**config.mk**
```make
export PLATFORM = sky130hd
export DESIGN_NAME = regfile_write_arbiter_flat
export DESIGN_NICKNAME = d
export VERILOG_FILES = /design/src/rtl/regfile_write_arbiter_if.sv /design/src/rtl/regfile_write_arbiter.sv /design/src/flat_wrapper.sv
export SDC_FILE = /design/constraint.sdc
export NUM_CORES = 1
export LEC_CHECK = 0
export CAP_MARGIN = 20
export CORE_ASPECT_RATIO = 1.75
export CORE_MARGIN = 2
export CORE_UTILIZATION = 40
export CTS_BUF_LIST = sky130_fd_sc_hd__clkbuf_16
export CTS_CLUSTER_SIZE = 28
export DETAILED_ROUTE_END_ITERATION = 12
export PLACE_DENSITY = 0.81
export REMOVE_ABC_BUFFERS = 1
export SYNTH_ARGS = -nofsm -noshare
export SYNTH_HDL_FRONTEND = slang
export SYNTH_SLANG_ARGS = --single-unit
```
**constraint.sdc**
```tcl
create_clock -name clk -period 2.2 [get_ports clk]
set_input_delay 0.33 -clock clk [delete_from_list [all_inputs] [get_ports clk]]
set_output_delay 0.33 -clock clk [all_outputs]
set_load 0.05 [all_outputs]
```
**src/rtl/regfile_write_arbiter_if.sv**
```systemverilog
// Write-port bundle between the requesters, the arbiter and the 16x16 register set.
// The arbiter takes the slave side; whoever drives the requests takes the master side.
interface regfile_write_arbiter_if #(
    parameter int NREQ = 4,
    parameter int DW   = 16,
    parameter int AW   = 4
);
    logic                 hold;
    logic [NREQ-1:0]      req_valid;
    logic [NREQ*AW-1:0]   req_addr;
    logic [NREQ*DW-1:0]   req_data;
    logic [NREQ-1:0]      req_ready;
    logic                 regWrite;
    logic [(2**AW)-1:0]   decOut;
    logic [DW-1:0]        writeData;
    logic [2:0]           grant_id;
    logic [15:0]          wr_count;

    modport master (
        output hold, req_valid, req_addr, req_data,
        input  req_ready, regWrite, decOut, writeData, grant_id, wr_count
    );

    modport slave (
        input  hold, req_valid, req_addr, req_data,
        output req_ready, regWrite, decOut, writeData, grant_id, wr_count
    );
endinterface

```
**src/rtl/regfile_write_arbiter.sv**
```systemverilog
// Round-robin arbiter for the single register-set write port: grants one requester per
// cycle and replays the granted write onto regWrite/decOut/writeData one cycle later.
module regfile_write_arbiter #(
    parameter int NREQ = 4,
    parameter int DW   = 16,
    parameter int AW   = 4
) (
    input  logic                   clk,
    input  logic                   reset,
    regfile_write_arbiter_if.slave bus
);
    localparam int PW   = (NREQ > 1) ? $clog2(NREQ) : 1;
    localparam int DECW = 2**AW;

    logic [PW-1:0]   rrPtr;
    logic [NREQ-1:0] grantVec;
    logic [PW-1:0]   winIdx;
    logic            anyGrant;
    logic [AW-1:0]   selAddr;
    logic [DW-1:0]   selData;

    logic            regWriteQ;
    logic [DECW-1:0] decOutQ;
    logic [DW-1:0]   writeDataQ;
    logic [2:0]      grantIdQ;
    logic [15:0]     wrCount;

    // Search starts at rrPtr and wraps; the first valid requester found wins.
    always_comb begin
        grantVec = '0;
        winIdx   = '0;
        anyGrant = 1'b0;
        if (reset && !bus.hold) begin
            for (int k = 0; k < NREQ; k++) begin
                if (!anyGrant && bus.req_valid[(int'(rrPtr) + k) % NREQ]) begin
                    anyGrant = 1'b1;
                    winIdx   = PW'((int'(rrPtr) + k) % NREQ);
                end
            end
            if (anyGrant) begin
                grantVec[winIdx] = 1'b1;
            end
        end
    end

    assign selAddr = bus.req_addr[winIdx*AW +: AW];
    assign selData = bus.req_data[winIdx*DW +: DW];

    always_ff @(posedge clk or negedge reset) begin
        if (!reset) begin
            rrPtr      <= '0;
            regWriteQ  <= 1'b0;
            decOutQ    <= '0;
            writeDataQ <= '0;
            grantIdQ   <= '0;
            wrCount    <= '0;
        end else if (anyGrant) begin
            regWriteQ  <= 1'b1;
            decOutQ    <= DECW'(1) << selAddr;
            writeDataQ <= selData;
            grantIdQ   <= 3'(winIdx);
            wrCount    <= wrCount + 16'd1;
            rrPtr      <= (winIdx == PW'(NREQ - 1)) ? '0 : winIdx + 1'b1;
        end else begin
            // Idle cycle: strobe and select drop, data/id keep showing the last write.
            regWriteQ  <= 1'b0;
            decOutQ    <= '0;
        end
    end

    assign bus.req_ready = grantVec;
    assign bus.regWrite  = regWriteQ;
    assign bus.decOut    = decOutQ;
    assign bus.writeData = writeDataQ;
    assign bus.grant_id  = grantIdQ;
    assign bus.wr_count  = wrCount;
endmodule

```
**src/flat_wrapper.sv**
```systemverilog
// flat-port wrapper written by rule: the top's interface ports become plain ports
module regfile_write_arbiter_flat 
#(
    parameter int NREQ = 4,
    parameter int DW   = 16,
    parameter int AW   = 4
)
  (clk, reset, bus_hold, bus_req_valid, bus_req_addr, bus_req_data, bus_req_ready, bus_regWrite, bus_decOut, bus_writeData, bus_grant_id, bus_wr_count);
  regfile_write_arbiter_if #(.NREQ(NREQ), .DW(DW), .AW(AW)) bus_i ();
  input  logic clk;
  input  logic reset;
  input wire logic [$bits(bus_i.hold)-1:0] bus_hold;
  input wire logic [$bits(bus_i.req_valid)-1:0] bus_req_valid;
  input wire logic [$bits(bus_i.req_addr)-1:0] bus_req_addr;
  input wire logic [$bits(bus_i.req_data)-1:0] bus_req_data;
  output wire logic [$bits(bus_i.req_ready)-1:0] bus_req_ready;
  output wire logic [$bits(bus_i.regWrite)-1:0] bus_regWrite;
  output wire logic [$bits(bus_i.decOut)-1:0] bus_decOut;
  output wire logic [$bits(bus_i.writeData)-1:0] bus_writeData;
  output wire logic [$bits(bus_i.grant_id)-1:0] bus_grant_id;
  output wire logic [$bits(bus_i.wr_count)-1:0] bus_wr_count;
  assign bus_i.hold = bus_hold;
  assign bus_i.req_valid = bus_req_valid;
  assign bus_i.req_addr = bus_req_addr;
  assign bus_i.req_data = bus_req_data;
  assign bus_req_ready = bus_i.req_ready;
  assign bus_regWrite = bus_i.regWrite;
  assign bus_decOut = bus_i.decOut;
  assign bus_writeData = bus_i.writeData;
  assign bus_grant_id = bus_i.grant_id;
  assign bus_wr_count = bus_i.wr_count;
  regfile_write_arbiter #(.NREQ(NREQ), .DW(DW), .AW(AW)) u_core (.clk(clk), .reset(reset), .bus(bus_i));
endmodule
```
# Word-level counts from Yosys, hierarchy flattened
# Cells that the tools add are included.
dict set report word_totals {
  regBits 53
  input_bits 87
  out_inout_bits 56
  wordCells 69
}
dict set report classes {
  addsub 5
  magnitude_cmp 6
  eq_ne 1
  shifts 3
  muxes 33
  n_bitwise 3
  n_reduce_logical 12
}
# cell count
set op_table {}
lappend op_table {{$shiftx 64x7->16} 1}
lappend op_table {{$mux 1} 18}
lappend op_table {{$add 16x1->16 const B} 1}
lappend op_table {{$mux 16} 1}
lappend op_table {{$shiftx 16x5->4} 1}
lappend op_table {{$shl 1x4->16 const A} 1}
lappend op_table {{$mux 2} 7}
lappend op_table {{$lt 3x4->1 const B} 3}
lappend op_table {{$bmux 1 s2} 4}
lappend op_table {{$mux 4} 2}
lappend op_table {{$lt 2x3->1 const B} 2}
lappend op_table {{$reduce_or 2->1} 3}
lappend op_table {{$logic_and 1x1->1} 5}
lappend op_table {{$add 2x1->2 const B} 2}
lappend op_table {{$add 2x2->2 const B} 2}
lappend op_table {{$logic_not 1->1} 4}
lappend op_table {{$and 1x1->1 const A} 3}
lappend op_table {{$demux 1 s2} 1}
lappend op_table {{$eq 2x2->1 const B} 1}
lappend op_table {{$ge 2x1->1 const B} 1}

# Depth between registers and ports, before layout
# Gate-level depths: netlist of run 1.
dict set report logic_depth {
  depth_word 23
  depth_mapped 8
  ltp_nobuf 7
}

# Worst setup path after synthesis of run 1
# Ideal clock, no wire load.
dict set report synth_path {
  path_kind {register -> output}
  from {reg u_core.rrPtr[1]}
  to {out bus_req_ready[0]}
  arrival_ps 2326
  required_ps 1870
  setup_slack_ps -456
  path_stages_with_launch 7
  n_path_buf 2
  path_cell_list {dfrtp_1 -> nand2b_1 -> a21oi_1 -> nor3_2 -> buf_2 -> buf_2 -> nor3_1}
}
dict set report synth_via {
  elab_chain_len 22
  word_cells_on_any_way 40
  classes_between {add/sub (3); order compare (2); mux (28); reduce/logical (7)}
}
# element line_no
set synth_rtl {}
lappend synth_rtl {{start, declared} regfile_write_arbiter.sv:15} ;# logic [PW-1:0] rrPtr;
lappend synth_rtl {{start signal, assigned} regfile_write_arbiter.sv:63} ;# rrPtr <= (winIdx == PW'(NREQ - 1)) ? '0 : winIdx + 1'b1;
lappend synth_rtl {{parallel branches: the longest is 20 deep, another holds $add 2x1->2} n/a}
lappend synth_rtl {{$mux 4 *} regfile_write_arbiter.sv:40} ;# if (anyGrant) begin
lappend synth_rtl {{$mux 4 *} regfile_write_arbiter.sv:33} ;# if (reset && !bus.hold) begin
lappend synth_rtl {{end, declared} flat_wrapper.sv:16} ;# output wire logic [$bits(bus_i.req_ready)-1:0] bus_req_ready;
# Every way passes the cells marked *. The select of a mux whose other input is x is not followed.

# Worst setup path in the final report of run 1
dict set report layout_path {
  from {reg u_core.rrPtr[1]}
  to {reg u_core.decOutQ[6] (netlist: u_core.bus.decOut[6])}
}
dict set report layout_via {
  elab_chain_len 20
  word_cells_on_any_way 38
  classes_between {add/sub (3); shift (2); mux (27); reduce/logical (6)}
}
# element line_no
set layout_rtl {}
lappend layout_rtl {{parallel branches: the longest is 19 deep, another holds $add 2x1->2} n/a}
lappend layout_rtl {{$mux 16 *} regfile_write_arbiter.sv:57} ;# end else if (anyGrant) begin
lappend layout_rtl {{end signal, assigned} regfile_write_arbiter.sv:59} ;# decOutQ <= DECW'(1) << selAddr;
lappend layout_rtl {{end, declared} regfile_write_arbiter.sv:23} ;# logic [DECW-1:0] decOutQ;
# Marks and branches as above.
# A chain may end at the register's enable or synchronous reset.

==> results of run 1 <==
-- worst min-delay path by stage --
stage	slack [ns]	cells after the start	endpoint	start
after floorplan	0.03	0	u_core.bus.decOut[0]$_DFF_PN0_	reset
after global placement	0.46	1	u_core.bus.wr_count[15]$_DFFE_PN0P_	u_core.bus.wr_count[15]$_DFFE_PN0P_
after CTS	0.19	2	u_core.rrPtr[1]$_DFFE_PN0P_	reset
final	0.16	2	u_core.rrPtr[0]$_DFFE_PN0P_	reset
after global routing	0.26	2	u_core.bus.decOut[13]$_DFF_PN0_	reset
after detailed placement	0.47	2	u_core.bus.grant_id[0]$_DFFE_PN0P_	u_core.bus.grant_id[0]$_DFFE_PN0P_
-- worst max-delay path, cell delays in order, from the launching register on --
cell,delay (ns)
dfrtp_2,0.42
mux2i_2,0.28
nor2_2,0.10
nor3_1,0.47
a211oi_4,0.10
or3_4,0.49
nor4_1,0.34
-- routing by layer --
layer,wire length [microns],vias up,share of wire
li1,-,1419,-
met1,3450,1493,0.35
met2,5620,121,0.56
met3,478,29,0.048
met4,422,0,0.042
met5,0,-,0
-- final cells by class --
class / count / area, sq um / share of cell area
sequential: 53 / 1330 / 0.264
inverter: 4 / 15.0 / 0.00299
multi-input combinational: 229 / 1630 / 0.325
tap: 84 / 105 / 0.0209
clock inverter: 3 / 37.5 / 0.00748
timing repair buffer: 183 / 1780 / 0.355
clock buffer: 5 / 125 / 0.0249
-- repair_timing --
action,4_1_cts,5_1_grt
resized for setup,21,40
pin swaps,4,6
setup endpoints to repair,20,25
hold endpoints to repair,0,0
setup buffers,6,3
-- cell usage after synthesis (all sizes together) (4+ instances only) --
| cell | n | area share |
|---|---|---|
| a22o | 16 | 0.050 |
| dfrtp | 53 | 0.47 |
| nand2b | 4 | 0.0089 |
| nand2 | 77 | 0.10 |
| xor2 | 6 | 0.019 |
| clkbuf | 11 | 0.015 |
| mux2i | 5 | 0.022 |
| nand3 | 27 | 0.053 |
| buf | 9 | 0.020 |
| nor3 | 10 | 0.020 |
| and3 | 4 | 0.011 |
| xnor2 | 10 | 0.031 |
| nor4 | 17 | 0.038 |
| a31oi | 16 | 0.036 |
| nor2 | 9 | 0.012 |
| inv | 4 | 0.0054 |
-- stage by stage --
step           instance area (sq um)  power (mW)
2_1_floorplan                   2700        2.22
3_3_place_gp                    4510        2.91
5_1_grt                         5020        4.23
4_1_cts                         4790        3.91
3_5_place_dp                    4510        2.94
6_report                        5020        4.07
-- cell families after synthesis --
logic type / Yosys count / share of synthesized area
compound gates: 46 / 0.133
xor+xnor: 16 / 0.0501
fa+ha+maj: 1 / 0.00447
buf+inv: 24 / 0.0402
flops: 53 / 0.474
mux: 5 / 0.0224
other cells: 1 / 0.00134
simple gates: 160 / 0.275
-- report_power, final --
group	internal [mW]	switching (mW)	total [mW]
combinational	0.800	1.15	1.95
sequential	1.12	0.130	1.25
clock	0.529	0.339	0.868
-- registers in the layout, summed over array words and instances, names as in the netlist --
name	count
u_core.bus.grant_id	2
u_core.bus.wr_count	16
u_core.bus.writeData	16
u_core.rrPtr	2
u_core.bus.regWrite	1
u_core.bus.decOut	16
==> results.md, run 1 <==
* Primary FF master, synth: dfrtp_1
* Vias at 3062
* DRC Markers at 0
* Synth Warn # at 0
* WL/cell at 17.8 microns
* CP Launch Type: register
* H-tree depth at 2
* Crit path launch: u_core.rrPtr[1]$_DFFE_PN0P_
* Share of layout cells above drive strength 1 at 0.212
* Initial Util at 0.411
* Leakage at 2.17 nW
* First-pass GRT wire length at roughly 14000 microns
* Hold_ws at between 0.15 and 0.2 ns
* Final period util at 1.05
* FF-to-FF Start: u_core.rrPtr[1]$_DFFE_PN0P_
* Setup crit end kind: register
* Core area at 0.00681 sq mm
* Port Buffer Count at 141
* Commonest non-fill, non-tap cell in the layout: clkdlybuf4s50_1
* R2R depth at 6
* GR Util met2 at 0.432
* CTS sink cnt at 53
* Non-filler cells, final at 561
* DP Worst Slack at -0.441 ns
* Post-synth ARST share at 1.00
* Hpwl dp at 6810 microns
* GR Util met1 at 0.273
* CP endpoint: u_core.bus.decOut[6]$_DFF_PN0_
* PD cells at about 800 mW/mm^2
* Vias per cell at 5.46
* Worst Clk Skew at 0.00272 ns
* IO Count at 143
* Syn-to-layout area delta at 79.4%
* Initial antenna violation count at 0
* Final Max Slew Viols at 0
* CTS tree: built
* Mean post-synth cell area at 9.15 sq um
* Placed instance count at between 500 and 600
* Total gr overflow at 0
* Die area at 0.00771 sq mm
* EDFF count, synth at 0
* Worst Path Max Fanout at 8
* Drt initial violations at 188
* Final hold vios at 0
* Root Driver: clkbuf_16
* Netlist cell types at 46
* Vias in the first global route at ~3000
* Post-Route Setup TNS at -0.817 ns
* Max_slew headroom at 0.541
* Final core occ at 0.738
* M3 GR Usage at 0.0374
* Pin count of the biggest net entering global routing at 55
* Worst flop-to-flop path endpoint: u_core.bus.decOut[6]$_DFF_PN0_
* Latest clock arrival within the worst-skew pair at 0.29 ns
* Failing checks: setup timing
* Max cap viols at 0
* Antenna-violating nets left at 0
* Hold_buf cts at 0
* Worst-margin pin slew at approximately 0.69 ns
* Final net count at 564
* GRT Total Usage at 0.244
* Sequential area share after synthesis at 0.474
* Flop2flop setup slack at -0.11 ns
* Final Wtd Congestion at just over 0.8
* Synth Instances at 306
* Critical Path AT at 2.49 ns
* Mapped Area at 0.00280 sq mm
* Worst IR Drop VDD at 372 uV
* Maximum root-to-sink buffer count at 2
* Run status: complete, but fails checks
* Rows at 40
* Final wirelength at about 10000 microns
* Die height at 115 microns
* Crit path time final at 2.31 ns
* Worst-path clk slew at about 0.06 ns
* Final worst slack at -0.114 ns
* Worst hold path class: input port to asynchronous set/reset pin
* # fillers at 508
* #FFs+latches synth at 53
* Kind of critical path: register to register
* First-pass DRT Iterations at 4
* Critical Path RT at 2.38 ns
* Peak Freq at 432 MHz
* Unrepaired setup endpoints after global routing: yes
* Layer with the highest usage: met2
* TritonCTS Buffers at 5
* Final setup fails at 17
* Most frequent cells in the layout: clkdlybuf4s50_1 (132), nand2_1 (76), dfrtp_1 (52)
* Number of diodes at 0
* Die width at 67.2 microns
No activity file was read; power rests on OpenSTA's default activity.
==> run 2, diff against run 1 <==
--- a/config.mk
+++ b/config.mk
@@ -11,5 +11,5 @@
 export CORE_UTILIZATION = 40
 export CTS_BUF_LIST = sky130_fd_sc_hd__clkbuf_16
-export CTS_CLUSTER_SIZE = 28
+export CTS_CLUSTER_SIZE = 25
 export DETAILED_ROUTE_END_ITERATION = 12
 export PLACE_DENSITY = 0.81
==> constraint.sdc (replaced) <==
create_clock -name clk -period 2.2 [get_ports clk]
set_input_delay 0.22 -clock clk [delete_from_list [all_inputs] [get_ports clk]]
set_output_delay 0.22 -clock clk [all_outputs]
set_load 0.05 [all_outputs]
==> run 2 against run 1 <==
  * The run still ends with setup timing left
  * Critical endpoint is now u_core.bus.decOut[8]$_DFF_PN0_
  * Cell area is 4.7% lower
  * Cell count is 1.8% lower
  * Count of clock-buffer cells in the layout stayed put
  * Clock skew is 0.0049 ns higher
  * Largest cell class unchanged
  * Die area stayed put
  * Highest routed layer unchanged
  * Combinational power is 9% lower
  * Routed wire length is 6.6% lower
==> results.md, run 2 (synthesized netlist as in run 1, its figures left out) <==
* Run status: complete, but fails checks
* Failing checks: setup timing
* H-tree depth at 2 (unchanged)
* Syn-to-layout area delta at 70.9%
* CTS sink cnt at 53 (unchanged)
* Share of layout cells above drive strength 1 at 0.152 (-0.0597)
* Area after DPL at 0.00451 sq mm (about the same)
* Critical Path RT at 2.36 ns (-0.02 ns)
* CTS tree: built
* Pin count of the biggest net entering global routing at 55 (unchanged)
* First-pass GRT wire length at 14600 microns (+3.0%)
* Final net count at 554 (-1.8%)
* PD cells at 816 mW/mm^2 (+0.74%)
* Worst Path Max Fanout at 8 (unchanged)
* Worst hold path class: input port to asynchronous set/reset pin
* FF-to-FF Start: u_core.rrPtr[1]$_DFFE_PN0P_
* Core area at 0.00681 sq mm (unchanged)
* Rows at 40 (unchanged)
* Final setup fails at 1 (-16)
* Maximum root-to-sink buffer count at 2 (unchanged)
* Flop2flop setup slack at -0.03 ns (+0.08 ns)
* # Post-CTS Setup Buffers at 0 (-6)
* Critical Path AT at 2.40 ns (-0.09 ns)
* Worst IR Drop VDD at 475 uV (+28%)
* Antenna-violating nets left at 0 (unchanged)
* Peak Freq at 448 MHz (+3.6%)
* Die height at 115 microns (unchanged)
* Vias per cell at 5.43 (-0.45%)
* Initial antenna violation count at 0 (unchanged)
* Final period util at 1.02 (-0.0365)
* R2R depth at 6 (unchanged)
* Number of diodes at 0 (unchanged)
* Final core occ at 0.703 (-0.0349)
* Die width at 67.2 microns (unchanged)
* Hpwl dp at 7310 microns (+7.3%)
* Final instance area at 0.00478 sq mm (-4.7%)
* Worst-margin pin slew at 0.665 ns (-0.0231 ns)
* DRC Markers at 0 (unchanged)
* Latest clock arrival within the worst-skew pair at 0.29 ns (about the same)
* Port Buffer Count at 141 (unchanged)
* Final worst slack at -0.0335 ns (+0.0803 ns)
* Die area at 0.00771 sq mm (unchanged)
* Vias in the first global route at 3177 (+5.4%)
* Drt initial violations at 172 (-8.5%)
* Final Wtd Congestion at 0.949 (+16%)
* WL/cell at 16.9 microns (-4.9%)
* Max cap viols at 0 (unchanged)
* Final Max Slew Viols at 0 (unchanged)
* CP Launch Type: register
* Max_slew headroom at 0.557 (+0.0154)
* Kind of critical path: register to register
* Total gr overflow at 0 (unchanged)
* Crit path time final at 2.23 ns (-0.0803 ns)
* TritonCTS Buffers at 5 (unchanged)
* IO Count at 143 (unchanged)
* Worst Clk Skew at 0.00760 ns (+0.00488 ns)
* Leakage at 2.11 nW (-2.9%)
* Final wirelength at 9310 microns (-6.6%)
* First-pass DRT Iterations at 5 (+1)
* Worst-path clk slew at 0.07 ns (about the same)
* Setup crit end kind: register
* Unrepaired setup endpoints after global routing: yes
* Initial Util at 0.411 (unchanged)
* Vias at 2994 (-2.2%)
* Most frequent cells in the layout: clkdlybuf4s50_1 (134), nand2_1 (77), dfrtp_1 (52)
* Worst flop-to-flop path endpoint: u_core.bus.decOut[8]$_DFF_PN0_
* Root Driver: clkbuf_16
* Final hold vios at 0 (unchanged)
* GRT Total Usage at 0.251 (+0.00705)
* Commonest non-fill, non-tap cell in the layout: clkdlybuf4s50_1
run 2: cell count changes in the layout (fill, tap and decap cells not counted), moves of 2 or more:
cell,delta
mux2i_1,+2
mux2i_2,-2
clkdlybuf4s50_1,+2
nor3_4,-2
nor4_2,-2
nor3_2,-3
dlygate4sd2_1,-3
nor4_4,-6
nor3_1,+5
buf_4,-12
nor4_1,+8
run 2: area by class of cell:
type / count / area, sq um
inverter: 4 / 15.0
clock inverter: 3 / 42.5
sequential: 53 / 1330
tap: 84 / 105
clock buffer: 5 / 125
timing repair buffer: 173 / 1720
fill: 549 / 2020
multi-input combinational: 229 / 1450
run 2: how the worst max path moves through the flow:
stage                                      from                              end  slack (ns)  depth (start not counted)
CTS                            bus_req_valid[2]                 bus_req_ready[2]       0.001                          8
detailed placement             bus_req_valid[2]  u_core.bus.decOut[12]$_DFF_PN0_       -0.22                          7
finish              u_core.rrPtr[1]$_DFFE_PN0P_   u_core.bus.decOut[8]$_DFF_PN0_       -0.03                          6
floorplan                              bus_hold                 bus_req_ready[0]       -0.39                          3
global route        u_core.rrPtr[1]$_DFFE_PN0P_   u_core.bus.decOut[8]$_DFF_PN0_       -0.09                          6
global placement               bus_req_valid[2]  u_core.bus.decOut[13]$_DFF_PN0_       -0.18                          7
run 2: layer usage:
metal | vias to the layer above | GRT usage | share of wire
met1 | 1428 | 0.246 | 0.33
met4 | 0 | 0.140 | 0.044
met5 | - | 0 | 0
met3 | 40 | 0.0403 | 0.045
li1 | 1396 | - | -
met2 | 130 | 0.473 | 0.58
run 2: critical path, cell delays in order, from the launching register on:
cell	delay [ns]
dfrtp_2	0.42
mux2i_2	0.27
nor2_2	0.09
or3_4	0.39
a211oi_1	0.38
nor3_2	0.17
nor4_1	0.38
run 2: repair_timing:
action / in CTS / in global routing
setup endpoints to repair: 4 / 20
resized for setup: 9 / 19
hold buffers: 0 / 0
pin swaps: 1 / 1
run 2: through the flow:
| stage | setup TNS, ns | std cells | power, mW | worst slack, ns | hold WS (ns) |
|---|---|---|---|---|---|
| after floorplan | -2.96 | 286 | 2.22 | -0.391 | -0.0756 |
| after global placement | -2.54 | 543 | 2.93 | -0.179 | 0.386 |
| after detailed placement | -3.74 | 543 | 2.96 | -0.217 | 0.391 |
| after CTS | 0 | 551 | 3.87 | 0.00103 | 0.0822 |
| after global routing | -0.409 | 551 | 4.07 | -0.0893 | 0.131 |
| final | -0.0335 | 551 | 3.90 | -0.0335 | 0.0610 |
run 2: where the power goes:
group | switching, mW | internal, mW | total (mW) | leakage, nW
logic | 1.06 | 0.717 | 1.77 | 1.33
registers | 0.136 | 1.12 | 1.25 | 0.689
clock network | 0.344 | 0.535 | 0.879 | 0.0852
